`config.mk`:
```
export PLATFORM = sky130hd
export DESIGN_NAME = sdram_arbiter
export DESIGN_NICKNAME = d
export VERILOG_FILES = /design/src/rtl/sdram_arbiter_pkg.sv /design/src/rtl/rr_arbiter3.sv /design/src/rtl/sdram_arbiter.sv
export SDC_FILE = /design/constraint.sdc
export NUM_CORES = 1
export LEC_CHECK = 0
export BUFFER_PORTS_ARGS = -buffer_cell sky130_fd_sc_hd__buf_2
export CAP_MARGIN = 40
export CORE_MARGIN = 2
export CORE_UTILIZATION = 41
export DETAILED_ROUTE_END_ITERATION = 7
export PLACE_DENSITY = 0.89
export SYNTH_ARGS = -nofsm -noshare
export SYNTH_HDL_FRONTEND = slang
export SYNTH_SLANG_ARGS = --single-unit
```
`constraint.sdc`:
```
create_clock -name clk -period 2.4 [get_ports clk]
set_input_delay 0 -clock clk [delete_from_list [all_inputs] [get_ports clk]]
set_output_delay 0 -clock clk [all_outputs]
set_load 0.05 [all_outputs]
```
`src/rtl/sdram_arbiter_pkg.sv`:
```
// Shared definitions for the three-port SDRAM burst arbiter: state encoding,
// port count and default parameter values.
package sdram_arbiter_pkg;

  localparam int          NUM_REQ        = 3;
  localparam logic [7:0]  BURST_LEN_DEF  = 8'd32;
  localparam int          READ_SKIP_DEF  = 2;
  localparam logic [15:0] TIMEOUT_DEF    = 16'd4095;

  typedef enum logic [2:0] {
    ST_IDLE  = 3'd0,
    ST_ARB   = 3'd1,
    ST_REQ   = 3'd2,
    ST_BURST = 3'd3,
    ST_DONE  = 3'd4
  } sdram_state_e;

  function automatic logic [NUM_REQ-1:0] idx_onehot(input logic [1:0] idx);
    logic [NUM_REQ-1:0] oh;
    oh = '0;
    case (idx)
      2'd0:    oh = 3'b001;
      2'd1:    oh = 3'b010;
      2'd2:    oh = 3'b100;
      default: oh = '0;
    endcase
    return oh;
  endfunction

endpackage

```
`src/rtl/rr_arbiter3.sv`:
```
// Three-way round-robin selector: the search starts at ptr+1 (mod 3) and
// wraps, so the last winner is always considered last.
module rr_arbiter3
  import sdram_arbiter_pkg::*;
(
  input  logic [NUM_REQ-1:0] req,
  input  logic [1:0]         ptr,
  output logic [1:0]         grant,
  output logic               any
);

  always_comb begin
    any   = |req;
    grant = 2'd0;
    case (ptr)
      2'd0:    grant = req[1] ? 2'd1 : (req[2] ? 2'd2 : 2'd0);
      2'd1:    grant = req[2] ? 2'd2 : (req[0] ? 2'd0 : 2'd1);
      default: grant = req[0] ? 2'd0 : (req[1] ? 2'd1 : 2'd2);
    endcase
  end

endmodule

```
`src/rtl/sdram_arbiter.sv`:
```
// Round-robin arbiter feeding three requesters into one SDRAM burst controller.
// Handshake: a requester holds req_valid (with rw/addr stable) until it sees a
// one-cycle req_ready pulse; the request is accepted on that cycle and req_valid
// may drop on the next. Write words advance one cycle after each wr_take beat.
module sdram_arbiter
  import sdram_arbiter_pkg::*;
#(
  parameter logic [7:0]  BURST_LEN = BURST_LEN_DEF,
  parameter int          READ_SKIP = READ_SKIP_DEF,
  parameter logic [15:0] TIMEOUT   = TIMEOUT_DEF
) (
  input  logic                     clk,
  input  logic                     reset,
  input  logic [NUM_REQ-1:0]       req_valid,
  input  logic [NUM_REQ-1:0]       req_rw,
  input  logic [32*NUM_REQ-1:0]    req_addr,
  input  logic [16*NUM_REQ-1:0]    req_wdata,
  output logic [NUM_REQ-1:0]       req_ready,
  output logic [NUM_REQ-1:0]       wr_take,
  output logic [NUM_REQ-1:0]       rsp_valid,
  output logic [15:0]              rsp_rdata,
  output logic                     busy,
  output logic                     timeout_err,
  output logic                     sd_ce,
  output logic                     sd_rw_req,
  output logic                     sd_rw,
  output logic [31:0]              sd_address,
  output logic [7:0]               sd_burst_len,
  output logic [15:0]              sd_write_data,
  input  logic [15:0]              sd_read_data,
  input  logic                     sd_data_bursting,
  output sdram_state_e             dbg_state
);

  localparam logic [7:0] SKIP_BEATS = 8'(READ_SKIP);

  // Assertion is immediate; release waits two clocks so every flop leaves
  // reset on the same edge.
  logic [1:0] rst_sync;
  logic       rst_n;

  always_ff @(posedge clk or negedge reset) begin
    if (!reset) rst_sync <= 2'b00;
    else        rst_sync <= {rst_sync[0], 1'b1};
  end

  assign rst_n = rst_sync[1];

  sdram_state_e       state;
  logic [1:0]         ptr;
  logic [1:0]         grant_q;
  logic [1:0]         arb_grant;
  logic               arb_any;
  logic [7:0]         beat_cnt;
  logic [15:0]        to_cnt;
  logic [31:0]        addr_sel;
  logic               rw_sel;
  logic [15:0]        wdata_sel;
  logic               burst_beat;
  logic [7:0]         beat_idx;
  logic [NUM_REQ-1:0] grant_oh;

  rr_arbiter3 u_rr (
    .req   (req_valid),
    .ptr   (ptr),
    .grant (arb_grant),
    .any   (arb_any)
  );

  always_comb begin
    addr_sel = req_addr[31:0];
    rw_sel   = req_rw[0];
    case (arb_grant)
      2'd1: begin
        addr_sel = req_addr[63:32];
        rw_sel   = req_rw[1];
      end
      2'd2: begin
        addr_sel = req_addr[95:64];
        rw_sel   = req_rw[2];
      end
      default: ;
    endcase
  end

  always_comb begin
    wdata_sel = req_wdata[15:0];
    case (grant_q)
      2'd1:    wdata_sel = req_wdata[31:16];
      2'd2:    wdata_sel = req_wdata[47:32];
      default: ;
    endcase
  end

  // The controller may start bursting while the strobe is still up, so the
  // first beat is seen in REQ and counts as beat 0.
  assign burst_beat    = sd_data_bursting && (state == ST_REQ || state == ST_BURST);
  assign beat_idx      = (state == ST_BURST) ? beat_cnt : 8'd0;
  assign grant_oh      = idx_onehot(grant_q);
  assign req_ready     = (state == ST_ARB && arb_any) ? idx_onehot(arb_grant) : '0;
  assign wr_take       = (burst_beat && sd_rw) ? grant_oh : '0;
  assign sd_write_data = ((state == ST_REQ || state == ST_BURST) && sd_rw) ? wdata_sel : 16'h0000;
  assign sd_burst_len  = BURST_LEN;
  assign dbg_state     = state;

  always_ff @(posedge clk or negedge rst_n) begin
    if (!rst_n) begin
      state       <= ST_IDLE;
      ptr         <= 2'd2;
      grant_q     <= 2'd0;
      beat_cnt    <= 8'd0;
      to_cnt      <= 16'd0;
      busy        <= 1'b0;
      timeout_err <= 1'b0;
      sd_ce       <= 1'b0;
      sd_rw_req   <= 1'b0;
      sd_rw       <= 1'b0;
      sd_address  <= 32'h0;
      rsp_valid   <= '0;
      rsp_rdata   <= 16'h0000;
    end else begin
      rsp_rdata <= sd_read_data;
      rsp_valid <= '0;
      if (burst_beat && !sd_rw && beat_idx >= SKIP_BEATS) rsp_valid <= grant_oh;

      case (state)
        ST_IDLE: begin
          if (arb_any) begin
            state <= ST_ARB;
            busy  <= 1'b1;
          end
        end
        ST_ARB: begin
          if (arb_any) begin
            grant_q    <= arb_grant;
            ptr        <= arb_grant;
            sd_rw      <= rw_sel;
            sd_address <= addr_sel;
            to_cnt     <= 16'd0;
            beat_cnt   <= 8'd0;
            sd_ce      <= 1'b1;
            sd_rw_req  <= 1'b1;
            state      <= ST_REQ;
          end else begin
            state <= ST_IDLE;
            busy  <= 1'b0;
          end
        end
        ST_REQ: begin
          if (sd_data_bursting) begin
            sd_rw_req <= 1'b0;
            beat_cnt  <= 8'd1;
            state     <= ST_BURST;
          end else if (to_cnt == (TIMEOUT - 16'd1)) begin
            timeout_err <= 1'b1;
            sd_ce       <= 1'b0;
            sd_rw_req   <= 1'b0;
            state       <= ST_DONE;
          end else begin
            to_cnt <= to_cnt + 16'd1;
          end
        end
        ST_BURST: begin
          if (sd_data_bursting) begin
            if (beat_cnt != 8'hFF) beat_cnt <= beat_cnt + 8'd1;
          end else begin
            sd_ce <= 1'b0;
            state <= ST_DONE;
          end
        end
        ST_DONE: begin
          busy  <= 1'b0;
          state <= ST_IDLE;
        end
        default: begin
          busy  <= 1'b0;
          sd_ce <= 1'b0;
          state <= ST_IDLE;
        end
      endcase
    end
  end

endmodule

```
## Yosys cells after proc, flatten, opt, wreduce, memory -nomap -nowiden

Index checks and enable logic that the tools add are counted.

- Flip-flop bits (word level): 89
- Bits in latches: 0
- Bits in writable memories: 0
- Bits in read-only memories: 0
- Input port bits: 169
- Output and inout port bits: 89
- Logic and storage cells: 108
- Memories: 0

- $add $sub $neg: 2
- $mul: 0
- Div/mod/pow operators: 0
- Order comparisons: 1
- Equal/unequal tests: 22
- Shift operators: 0
- Multiplexer cells: 41
- Bitwise logic cells: 3
- Reductions and logical operators: 25

Operator list:

| cell | count |
|---|---|
| $mux 16 | 4 |
| $pmux 16 s2 | 2 |
| $pmux 32 s2 | 1 |
| $mux 8 | 5 |
| $pmux 8 s3 | 1 |
| $mux 3 | 7 |
| $pmux 3 s3 | 2 |
| $add 16x1->16 const B | 1 |
| $eq 16x12->1 const B | 1 |
| $ne 2x2->1 const B | 8 |
| $mux 2 | 6 |
| $pmux 3 s4 | 1 |
| $reduce_and 3->1 | 4 |
| $reduce_and 5->1 | 2 |
| $add 8x1->8 const B | 1 |
| $ge 8x2->1 const B | 1 |
| $ne 8x8->1 const B | 1 |
| $mux 1 | 7 |
| $eq 2x1->1 const B | 3 |
| $eq 3x2->1 const B | 2 |
| $logic_and 1x1->1 | 6 |
| $logic_not 2->1 | 3 |
| $eq 2x2->1 const B | 2 |
| $ne 2x1->1 const B | 2 |
| 17 further kinds | 21 |

## Depth between registers and ports, before layout

Gate-level depths: netlist of the first run.

- Depth in word-level cells: 6
- Gate-level depth with buffers: 11
- Gate-level depth less buffers: 9

## Modules after synthesis

From an unflattened synthesis of the first run, not the netlist that was laid out.

- Cells, all modules: 542
- Area, all modules: 4,820.9 um^2

Modules (own cells, without submodules):

| module | times used | cells each | area an instance (um^2) | seq. area each (um^2) |
|---|---|---|---|---|
| sdram_arbiter | 1 | 532 | 4,764.6 | 2,203.4 |
| rr_arbiter3 | 1 | 10 | 56.3 | 0.0 |

## Worst setup path before layout of the first run

Ideal clock, no wire load.

- Path type: register to output
- From: register state[1], in the netlist dbg_state[1]
- To: output sd_write_data[10]
- Data arrival time: 2.675 ns
- Required time: 2.400 ns
- Path slack: -0.275 ns
- Cell stages (with the launch flop): 6
- Path buffers: 2
- Cells stage by stage: dfrtp_1 nor2b_1 clkbuf_1 nand2_1 clkbuf_1 a211oi_1

- Longest elaborated chain between the ends: 4
- Elaborated cells on any way between the ends: 5
- Those cells by class: 2 x eq/ne; 1 x mux; 2 x reduce/logical

Ends and longest elaborated chain:

| what | line | text |
|---|---|---|
| from (decl) | sdram_arbiter.sv:49 | `sdram_state_e state;` |
| from (signal assigned) | sdram_arbiter.sv:108 | `state <= ST_IDLE;` |
| from (signal assigned) | sdram_arbiter.sv:129 | `state <= ST_ARB;` |
| from (signal assigned) | sdram_arbiter.sv:143 | `state <= ST_REQ;` |
| $eq 3x2->1 | sdram_arbiter.sv:102 | `assign sd_write_data = ((state == ST_REQ \|\| state == ST_BURST) && sd_rw) ? wdata_sel : 16'h0000;` |
| $logic_or 1x1->1 * | sdram_arbiter.sv:102 |  |
| $logic_and 1x1->1 * | sdram_arbiter.sv:102 |  |
| $mux 16 * | sdram_arbiter.sv:102 |  |
| to (decl) | sdram_arbiter.sv:29 | `output logic [15:0] sd_write_data,` |

Mark *: on every way between the ends. The rest lies on a longest branch, timed or not.

## Final worst setup path of the first run

- From: register ptr[1]
- To: output req_ready[1]

- Longest elaborated chain between the ends: 5
- Elaborated cells on any way between the ends: 8
- Those cells by class: 3 x eq/ne; 3 x mux; 2 x reduce/logical

Ends and longest elaborated chain:

| what | line | text |
|---|---|---|
| from (decl) | sdram_arbiter.sv:50 | `logic [1:0] ptr;` |
| from (signal assigned) | sdram_arbiter.sv:136 | `ptr <= arb_grant;` |
| $eq 2x1->1 / $logic_not 2->1 (equally long branches) | rr_arbiter3.sv:15 | `case (ptr)` |
| $pmux 2 s2 * | rr_arbiter3.sv:15 |  |
| via arb_grant[0] | sdram_arbiter.sv:52 | `logic [1:0] arb_grant;` |
| $eq 2x2->1, or another cell as far along | sdram_arbiter_pkg.sv:21 | `case (idx)` |
| $pmux 3 s3 * | sdram_arbiter_pkg.sv:21 |  |
| $mux 3 * | sdram_arbiter.sv:100 | `assign req_ready = (state == ST_ARB && arb_any) ? idx_onehot(arb_grant) : '0;` |
| to (decl) | sdram_arbiter.sv:18 | `output logic [NUM_REQ-1:0] req_ready,` |

The timed path passes the listed nets; every way through them passes the cells marked *.

==> results.yml, run 1 <==
timing:
  skew_ns: 0.008480
  tightest_slew_ns: 0.6374
  fin_crit_sh_pct: 92.06
  max_freq_mhz: 452.6
  finalSetupTns_ns: 0
  period_needed_ns: 2.210
  setup_violations: 0
  hold_violations: 0
  setup_slack_ns: 0.1905
  final-max-slew-violation-count: 0
  rsz0062_at_grt: "false"
  slew_headroom_pct: 57.51
  hold_slack_ns: 0.04551
cts:
  clock_latency_ns: 0.34
  numCtsBuffers: 9
  clk_path_buf_depth: 2
  clock_sinks: 88
  cts_setup_buffers: 0
  cts_root_buffer: "clkbuf_16"
  h-tree-depth: 3
  cts_tree: "done"
  clkTransAtPathRegs_ns: 0.06
place:
  place_congestion: 0.9556
  io_buffers: 249
  post_dp_cell_area_mm2: 0.006093
  place_hpwl_um: 10610
  place_ws_ns: 0.2815
global_route:
  antenna_found_initial: 0
  grt_start_max_net_pins: 74
  grt.overflow.total: 0
  grt_use_total_pct: 25.23
  grt_pass1_vias: 5049
  grt_pass1_wl_um: 25170
worst_setup_path:
  crit_fanout: 34
  startpoint: "ptr[1]"
  critPathLaunchType: "flop"
  worstPathRequired_ns: 2.40
  path_class: "flop to output pin"
  rrSetupSlack_ns: 0.22
  critPathMaxStageDelay_ns: 0.55
  rr_worst_depth: 8
  endpoint_kind: "output pin"
  arrival_ns: 2.21
  critPathMostFrequentCell: "inv_1"
  critPathSlowestCell: "dfstp_2"
  regToRegStartpoint: "ptr[1]"
  crit_end: "req_ready[1]"
  path_cells: "inv_1 > a32oi_1 > inv_1 > ha_1 > buf_12 > and2_1 > buf_2"
  r2r_end: "sd_address[25]"
min_path:
  hold_class: "primary input to flop"
  worstHoldStart: "req_addr[24]"
finish:
  diodes: 0
  drive_gt1_share_pct: 35.78
  area_growth_pct: 47.50
  nNetsFinal: 993
  final_cell_area_mm2: 0.006939
drt:
  wirelength_um: 15740
  ant_nets: 0
  vias: 5171
  first_iter_violations: 331
  wl_per_cell_um: 16.36
  drc: 0
  avgViaCountPerCell: 5.375
  first_pass_iters: 5
pwr:
  power.total_mw: 8.719
  power_switching_mw: 4.465
  leakagePower_nw: 3.503
  swShare_pct: 51.21
  power.density_mw_per_mm2: 1257
  pwr-share-clk_pct: 17.8
  seqPwrFrac_pct: 25.0
  peakVddDrop_mv: 0.8011
  p_int_mw: 4.254
  p_comb_share_pct: 57.2
die:
  rows: 39
  ios: 258
  die_h_um: 111.1
  coreArea_mm2: 0.01132
  initial_core_util_pct: 41.56
  die_w_um: 111.1
  die-area_mm2: 0.01235
logic_synthesis:
  syn_avg_cell_area_um2: 8.876
  syn_area_mm2: 0.004705
  synth_seq_cells: 88
  yosys_warnings: 0
  synth_seq_area_share_pct: 46.84
  synthDistinctLibCells: 47
  syn_inst: 530
run:
  cap_violations: 0
status:
  outcome: "finished clean"
sequential cells by signal, indices dropped and copies added (netlist names):
register	flops
grant_q	1
sd_rw	1
dbg_state	3
ptr	2
sd_ce	1
sd_address	32
rsp_valid	3
busy	1
sd_rw_req	1
to_cnt	16
rsp_rdata	16
timeout_err	1
rst_sync	2
beat_cnt	8
critical path, delay by kind of cell, from the launching register on:
kind | cells | cell delay (ns)
flip-flops | 1 | 0.55
buffers and inverters | 4 | 0.53
AO/OA/AOI/OAI | 1 | 0.37
adder cells (fa/ha/maj) | 1 | 0.24
AND/OR/NAND/NOR | 1 | 0.16
synthesized netlist by cell type, drive strengths merged:
| library cell | n | share of area [%] |
|---|---|---|
| and4 | 4 | 0.74 |
| a21oi | 9 | 0.96 |
| nor3b | 1 | 0.16 |
| buf | 16 | 2.2 |
| and3 | 8 | 1.1 |
| nor4 | 2 | 0.59 |
| o32a | 2 | 0.43 |
| dfrtp | 87 | 46 |
| a31o | 1 | 0.19 |
| xnor2 | 3 | 0.56 |
| nor3 | 7 | 0.74 |
| a32oi | 1 | 0.19 |
| a211oi | 17 | 2.7 |
| or4 | 2 | 0.32 |
| and2 | 7 | 0.93 |
| or3 | 6 | 0.80 |
| nor2 | 37 | 3.0 |
| a22oi | 52 | 8.3 |
| xor2 | 7 | 1.3 |
| nand2b | 7 | 0.93 |
| mux2i | 2 | 0.43 |
| clkbuf | 31 | 2.5 |
| o21a | 1 | 0.16 |
| o2bb2ai | 1 | 0.19 |
| or2 | 2 | 0.32 |
| a21o | 2 | 0.32 |
| nand2 | 85 | 6.8 |
| dfstp | 1 | 0.56 |
| o31ai | 2 | 0.32 |
| o21ai | 83 | 8.8 |
| nor4b | 3 | 0.88 |
| nand3 | 9 | 0.96 |
| nor4bb | 1 | 0.21 |
| ha | 10 | 2.7 |
| o2111ai | 4 | 0.74 |
| inv | 8 | 0.64 |
| or4b | 1 | 0.29 |
| nor2b | 2 | 0.27 |
| conb | 2 | 0.16 |
| nand4 | 3 | 0.40 |
| o22ai | 1 | 0.13 |
how the worst min path moves through the flow:
| stage | end | depth (start not counted) |
|---|---|---|
| after floorplan | rst_sync[0] | 0 |
| after global placement | rst_sync[0] | 1 |
| after detailed placement | rst_sync[0] | 1 |
| after CTS | sd_address[24] | 3 |
| after global routing | sd_address[24] | 3 |
| final | sd_address[24] | 3 |
layout by cell type (no fill, tap or decap), drive strengths merged, types with 6 or more instances in the layout:
cell type	count
conb	9
or3	6
and2	7
buf	263
and3	8
ha	10
nor3	7
xor2	7
dfrtp	87
a22oi	52
dlygate4sd3	50
nand2	85
o21ai	83
a21oi	9
nand3	9
nand2b	7
clkbuf	9
a211oi	17
inv	11
nor2	37
cells by family after synthesis:
| group | Yosys count | synth area share [%] |
|---|---|---|
| xor+xnor | 10 | 1.862 |
| flops | 88 | 46.84 |
| simple gates | 187 | 19.34 |
| other cells | 2 | 0.1596 |
| compound gates | 176 | 23.46 |
| mux | 2 | 0.4255 |
| fa+ha+maj | 10 | 2.660 |
| buf+inv | 55 | 5.266 |
layer usage:
metal / part of all wire (%) / GRT usage (%)
met4: 2.4 / 8.066
met1: 39 / 31.68
met5: 0 / 0
met2: 51 / 43.03
met3: 7.5 / 6.178
power by group through the flow:
stage / Sequential, mW / Combinational [mW] / Clock (mW)
after global placement: 2.18 / 4.71 / 0
after detailed placement: 2.20 / 4.80 / 0
after global routing: 2.25 / 5.39 / 1.65
final: 2.18 / 4.99 / 1.55
after floorplan: 3.30 / 2.44 / 0
after CTS: 2.18 / 4.87 / 1.57
final cells by class:
type	instances	area, um2
inverters	8	30.03
multi-input cells	394	2306
repair buffers	313	1889
clock inverters	7	102.6
clock buffers	9	225.2
well taps	143	178.9
fillers	932	4382
flip-flops and latches	88	2207
stage by stage:
stage | std cells | utilization [%]
finish | 962 | 61.30
global route | 962 | 61.30
CTS | 962 | 61.16
detailed placement | 896 | 53.82
global placement | 896 | 53.82
floorplan | 537 | -
what timing repair did:
item	in CTS	in global routing
gates cloned	0	0
hold buffers	50	0
resized for setup	1	3
setup endpoints to repair	7	5
hold endpoints to repair	50	0
(Power assumes the default switching activity.)
==> run 2: changes to the inputs <==
- PLACE_DENSITY: 0.89 -> 0.74
==> results.yml, run 2 (synthesis gave the netlist of run 1 again) <==
status:
  outcome: "finished clean"
drt:
  first_iter_violations: 295
  ant_nets: 0
  wl_per_cell_um: 15.40
  wirelength_um: 14720
  drc: 0
  first_pass_iters: 5
  avgViaCountPerCell: 5.252
  vias: 5021
worst_setup_path:
  regToRegStartpoint: "ptr[1]"
  critPathLaunchType: "flop"
  worstPathRequired_ns: 2.40
  path_class: "flop to output pin"
  critPathMaxStageDelay_ns: 0.55
  rrSetupSlack_ns: 0.26
  rr_worst_depth: 9
  cp_num_buf_inv: 3
  critPathSlowestCell: "dfstp_2"
  crit_fanout: 34
  r2r_end: "sd_address[20]"
  endpoint_kind: "output pin"
  crit_family: "buffers and inverters"
  path_cells: "nand2b_1 > a21oi_1 > a31o_2 > inv_1 > ha_1 > buf_12 > and2_1 > buf_2"
  arrival_ns: 2.26
finish:
  area_growth_pct: 46.84
  largest-register: "sd_address"
  final_common_cell: "buf_2"
  nNetsFinal: 987
  diodes: 0
  drive_gt1_share_pct: 35.67
  final_cell_mix: "buf_2, dfrtp_1, nand2_1"
  reg_top3: "sd_address (32), rsp_rdata (16), to_cnt (16)"
  largest_register_ffs: 32
die:
  initial_core_util_pct: 41.56
  coreArea_mm2: 0.01132
  ios: 258
  die_h_um: 111.1
  rows: 39
  die-area_mm2: 0.01235
  die_w_um: 111.1
cts:
  cts_root_buffer: "clkbuf_16"
  cts_tree: "done"
  clock_sinks: 88
  clk_path_buf_depth: 2
  clkTransAtPathRegs_ns: 0.06
  clock_latency_ns: 0.34
  h-tree-depth: 3
  numCtsBuffers: 9
place:
  io_buffers: 249
  place_congestion: 0.8500
  place_hpwl_um: 10590
min_path:
  holdPathStages: 3
  worstHoldStart: "req_rw[0]"
  hold_class: "primary input to flop"
  hold_path_end: "sd_rw"
timing:
  tightest_slew_ns: 0.6279
  fin_crit_sh_pct: 94.26
  final-max-slew-violation-count: 0
  setup_violations: 0
  period_needed_ns: 2.262
  hold_violations: 0
  hold_slack_ns: 0.002474
  max_freq_mhz: 442.1
  skew_ns: 0.006829
  slew_headroom_pct: 58.14
pwr:
  power.density_mw_per_mm2: 1251
  peakVddDrop_mv: 0.8784
  p_int_mw: 4.255
  pwr-share-clk_pct: 17.5
  p_comb_share_pct: 57.2
  swShare_pct: 50.76
  seqPwrFrac_pct: 25.3
  power_switching_mw: 4.386
  power.total_mw: 8.641
  leakagePower_nw: 3.476
global_route:
  grt_use_total_pct: 23.96
  grt.overflow.total: 0
  grt_pass1_wl_um: 24130
  antenna_found_initial: 1
  grt_pass1_vias: 5009
  grt_start_max_net_pins: 74
run:
  cap_violations: 0
run 2: cell count changes in the layout (fill, tap and decap cells not counted):
cell / change
a32oi_2: +1
inv_8: -1
clkinvlp_4: +1
dlygate4sd3_1: -3
clkbuf_1: +1
buf_4: -4
buf_12: +1
ha_4: +1
a32oi_1: -1
clkinv_4: -1
ha_2: -1
run 2: what timing repair did:
action | CTS | global route
endpoints found under the hold margin | 47 | 0
hold buffers | 47 | 0
resized for setup | 1 | 5
buffers inserted | 0 | 0
cloned | 0 | 0
pin swaps | 0 | 0
setup endpoints to repair | 15 | 11
run 2: stage by stage:
step	instances	setup WS, ns	TNS, ns	area (um2)	util (%)
global placement	893	0.3553	0	6083	53.74
detailed placement	893	0.2485	0	6083	53.74
CTS	956	0.06868	0	6875	60.73
global route	956	-0.004138	-0.004138	6908	61.02
finish	956	0.1379	0	6908	61.02
floorplan	537	-0.2753	-3.167	4732	-
run 2: power groups by stage:
| stage | clock [mW] | combinational [mW] | sequential, mW |
|---|---|---|---|
| final | 1.51 | 4.94 | 2.19 |
| after global routing | 1.60 | 5.38 | 2.25 |
| after CTS | 1.54 | 4.87 | 2.19 |
| after detailed placement | 0 | 4.80 | 2.21 |
| after global placement | 0 | 4.69 | 2.19 |
| after floorplan | 0 | 2.44 | 3.30 |
run 2: layout make-up:
class                           instances  area, um2
Fill cell                             942       4413
Multi-Input combinational cell        394       2323
Sequential cell                        88       2207
Timing Repair Buffer                  307       1849
Clock buffer                           10      229.0
Tap cell                              143      178.9
Clock inverter                          6      90.09
Inverter                                8      30.03
run 2: per-layer routing:
layer | wire length, um | global-route usage [%]
met4 | 431 | 9.959
met3 | 740 | 4.155
met2 | 7606 | 41.60
met1 | 5942 | 29.57
met5 | 0 | 0
run 2: worst max-delay path by stage:
stage	start	end	slack, ns	cells after the start
final	ptr[1]	req_ready[1]	0.14	8
after global routing	ptr[1]	req_ready[1]	-0.004	8
after CTS	ptr[0]	sd_write_data[3]	0.07	5
after detailed placement	ptr[1]	sd_address[1]	0.25	9
after global placement	ptr[1]	sd_address[1]	0.36	9
after floorplan	dbg_state[1]	sd_write_data[10]	-0.28	5
run 2: worst min-delay path, delay by kind of cell:
| family | cells | cell delay, ns |
|---|---|---|
| buffers and inverters | 1 | 0.08 |
| AOI/OAI and AO/OA | 2 | 0.21 |
==> run 3: changes to the inputs <==
- CORE_UTILIZATION: 41 -> 45
- PLACE_DENSITY: 0.74 -> 0.77
- clock period: 2.4 -> 2.35 ns (I/O delays scaled with it)
==> results.yml, run 3 (synthesis gave the netlist of run 1 again) <==
finish:
  final_cell_mix: "buf_2, dfrtp_1, nand2_1"
  largest_register_ffs: 32
  largest-register: "sd_address"
  final_common_cell: "buf_2"
  reg_top3: "sd_address (32), rsp_rdata (16), to_cnt (16)"
  area_growth_pct: 45.19
  drive_gt1_share_pct: 35.90
  fillers: 821
  nNetsFinal: 993
status:
  outcome: "finished clean"
drt:
  ant_nets: 0
  wl_per_cell_um: 17.00
  vias: 5202
  avgViaCountPerCell: 5.441
  drc: 0
  wirelength_um: 16260
  first_iter_violations: 248
  first_pass_iters: 5
die:
  ios: 258
  die_w_um: 106.2
  initial_core_util_pct: 45.98
  rows: 37
  die_h_um: 106.2
  die-area_mm2: 0.01129
  coreArea_mm2: 0.01023
timing:
  setup_violations: 0
  final-max-slew-violation-count: 0
  fin_crit_sh_pct: 95.47
  finalSetupTns_ns: 0
  period_needed_ns: 2.244
  slew_headroom_pct: 56.45
  tightest_slew_ns: 0.6532
  setup_slack_ns: 0.1065
  hold_violations: 0
  skew_ns: 0.01489
  max_freq_mhz: 445.7
worst_setup_path:
  arrival_ns: 2.24
  path_class: "flop to output pin"
  critPathLaunchType: "flop"
  endpoint_kind: "output pin"
  worstPathRequired_ns: 2.35
  rrSetupSlack_ns: 0.17
  crit_fanout: 18
cts:
  clock_sinks: 88
  numCtsBuffers: 9
  clock_latency_ns: 0.38
  cts_tree: "done"
  clk_path_buf_depth: 2
  h-tree-depth: 3
  cts_root_buffer: "clkbuf_8"
  cts_setup_buffers: 0
  clkTransAtPathRegs_ns: 0.09
place:
  io_buffers: 249
  place_hpwl_um: 11180
  place_congestion: 0.8483
  place_ws_ns: 0.2214
run:
  cap_violations: 0
global_route:
  grt_start_max_net_pins: 74
  grt_use_total_pct: 28.75
  antenna_found_initial: 1
  grt_pass1_wl_um: 25560
  grt.overflow.total: 0
  grt_pass1_vias: 5198
pwr:
  power.density_mw_per_mm2: 1253
  peakVddDrop_mv: 0.9778
  leakagePower_nw: 3.445
min_path:
  hold_class: "primary input to flop"
## run 3: layer usage
metal  track usage, %  share of wire (%)  up-vias
met5                0                  0        -
met4            11.47                3.3        0
met3            7.603                6.7       43
met2            49.91                 52      254
met1            33.78                 38     2460
li1                 -                  -     2445
## run 3: path summary, 6_finish.rpt
| check | depth (start not counted) | end | from |
|---|---|---|---|
| worst max-delay path | 5 | sd_write_data[10] | ptr[0] |
| worst min-delay path | 5 | sd_address[31] | req_addr[63] |
| worst max register to register | 9 | sd_address[17] | ptr[1] |
| worst min register to register | 0 | to_cnt[13] | rst_sync[1] |
| max in group asynchronous | 1 | ptr[1] | rst_sync[1] |
| min in group asynchronous | 0 | to_cnt[13] | rst_sync[1] |
## run 3: final cells by class
cell class	instances	area, um2	share of cell area (%)
Inverter	8	30.03	0.4396
Clock inverter	7	101.3	1.484
Multi-Input combinational cell	394	2316	33.91
Antenna cell	1	2.502	0.03664
Tap cell	136	170.2	2.491
Timing Repair Buffer	313	1879	27.51
Clock buffer	9	123.9	1.814
Sequential cell	88	2207	32.31
## run 3: what timing repair did
action | in CTS | in global routing
setup endpoints to repair | 16 | 17
gates cloned | 0 | 0
resized for setup | 2 | 4
endpoints found under the hold margin | 51 | 0
hold buffers | 51 | 0
## run 3: through the flow
step,std cells,power [mW],hold WS (ns),util [%],area (um2)
finish,956,8.558,0.02223,66.76,6830
global route,956,9.074,0.04997,66.76,6830
CTS,955,8.434,0.02004,66.52,6805
detailed placement,888,7.151,-0.2101,59.28,6065
global placement,888,7.017,-0.2146,59.28,6065
floorplan,537,5.860,-0.2956,-,4732
## run 3: where the power goes
| part | switching, mW | leakage (nW) | internal [mW] | total (mW) |
|---|---|---|---|---|
| Clock | 0.615 | 0.106 | 0.608 | 1.22 |
| Combinational | 3.63 | 2.23 | 1.45 | 5.09 |
| Sequential | 0.321 | 1.11 | 1.93 | 2.25 |
| Total | 4.57 | 3.45 | 3.99 | 8.56 |
## run 3: worst max-delay path, cell delays in order (launching register included)
cell      delay [ns]
dfrtp_1         0.48
inv_1           0.17
ha_2            0.43
a22oi_1         0.16
a211oi_1        0.30
buf_2           0.32
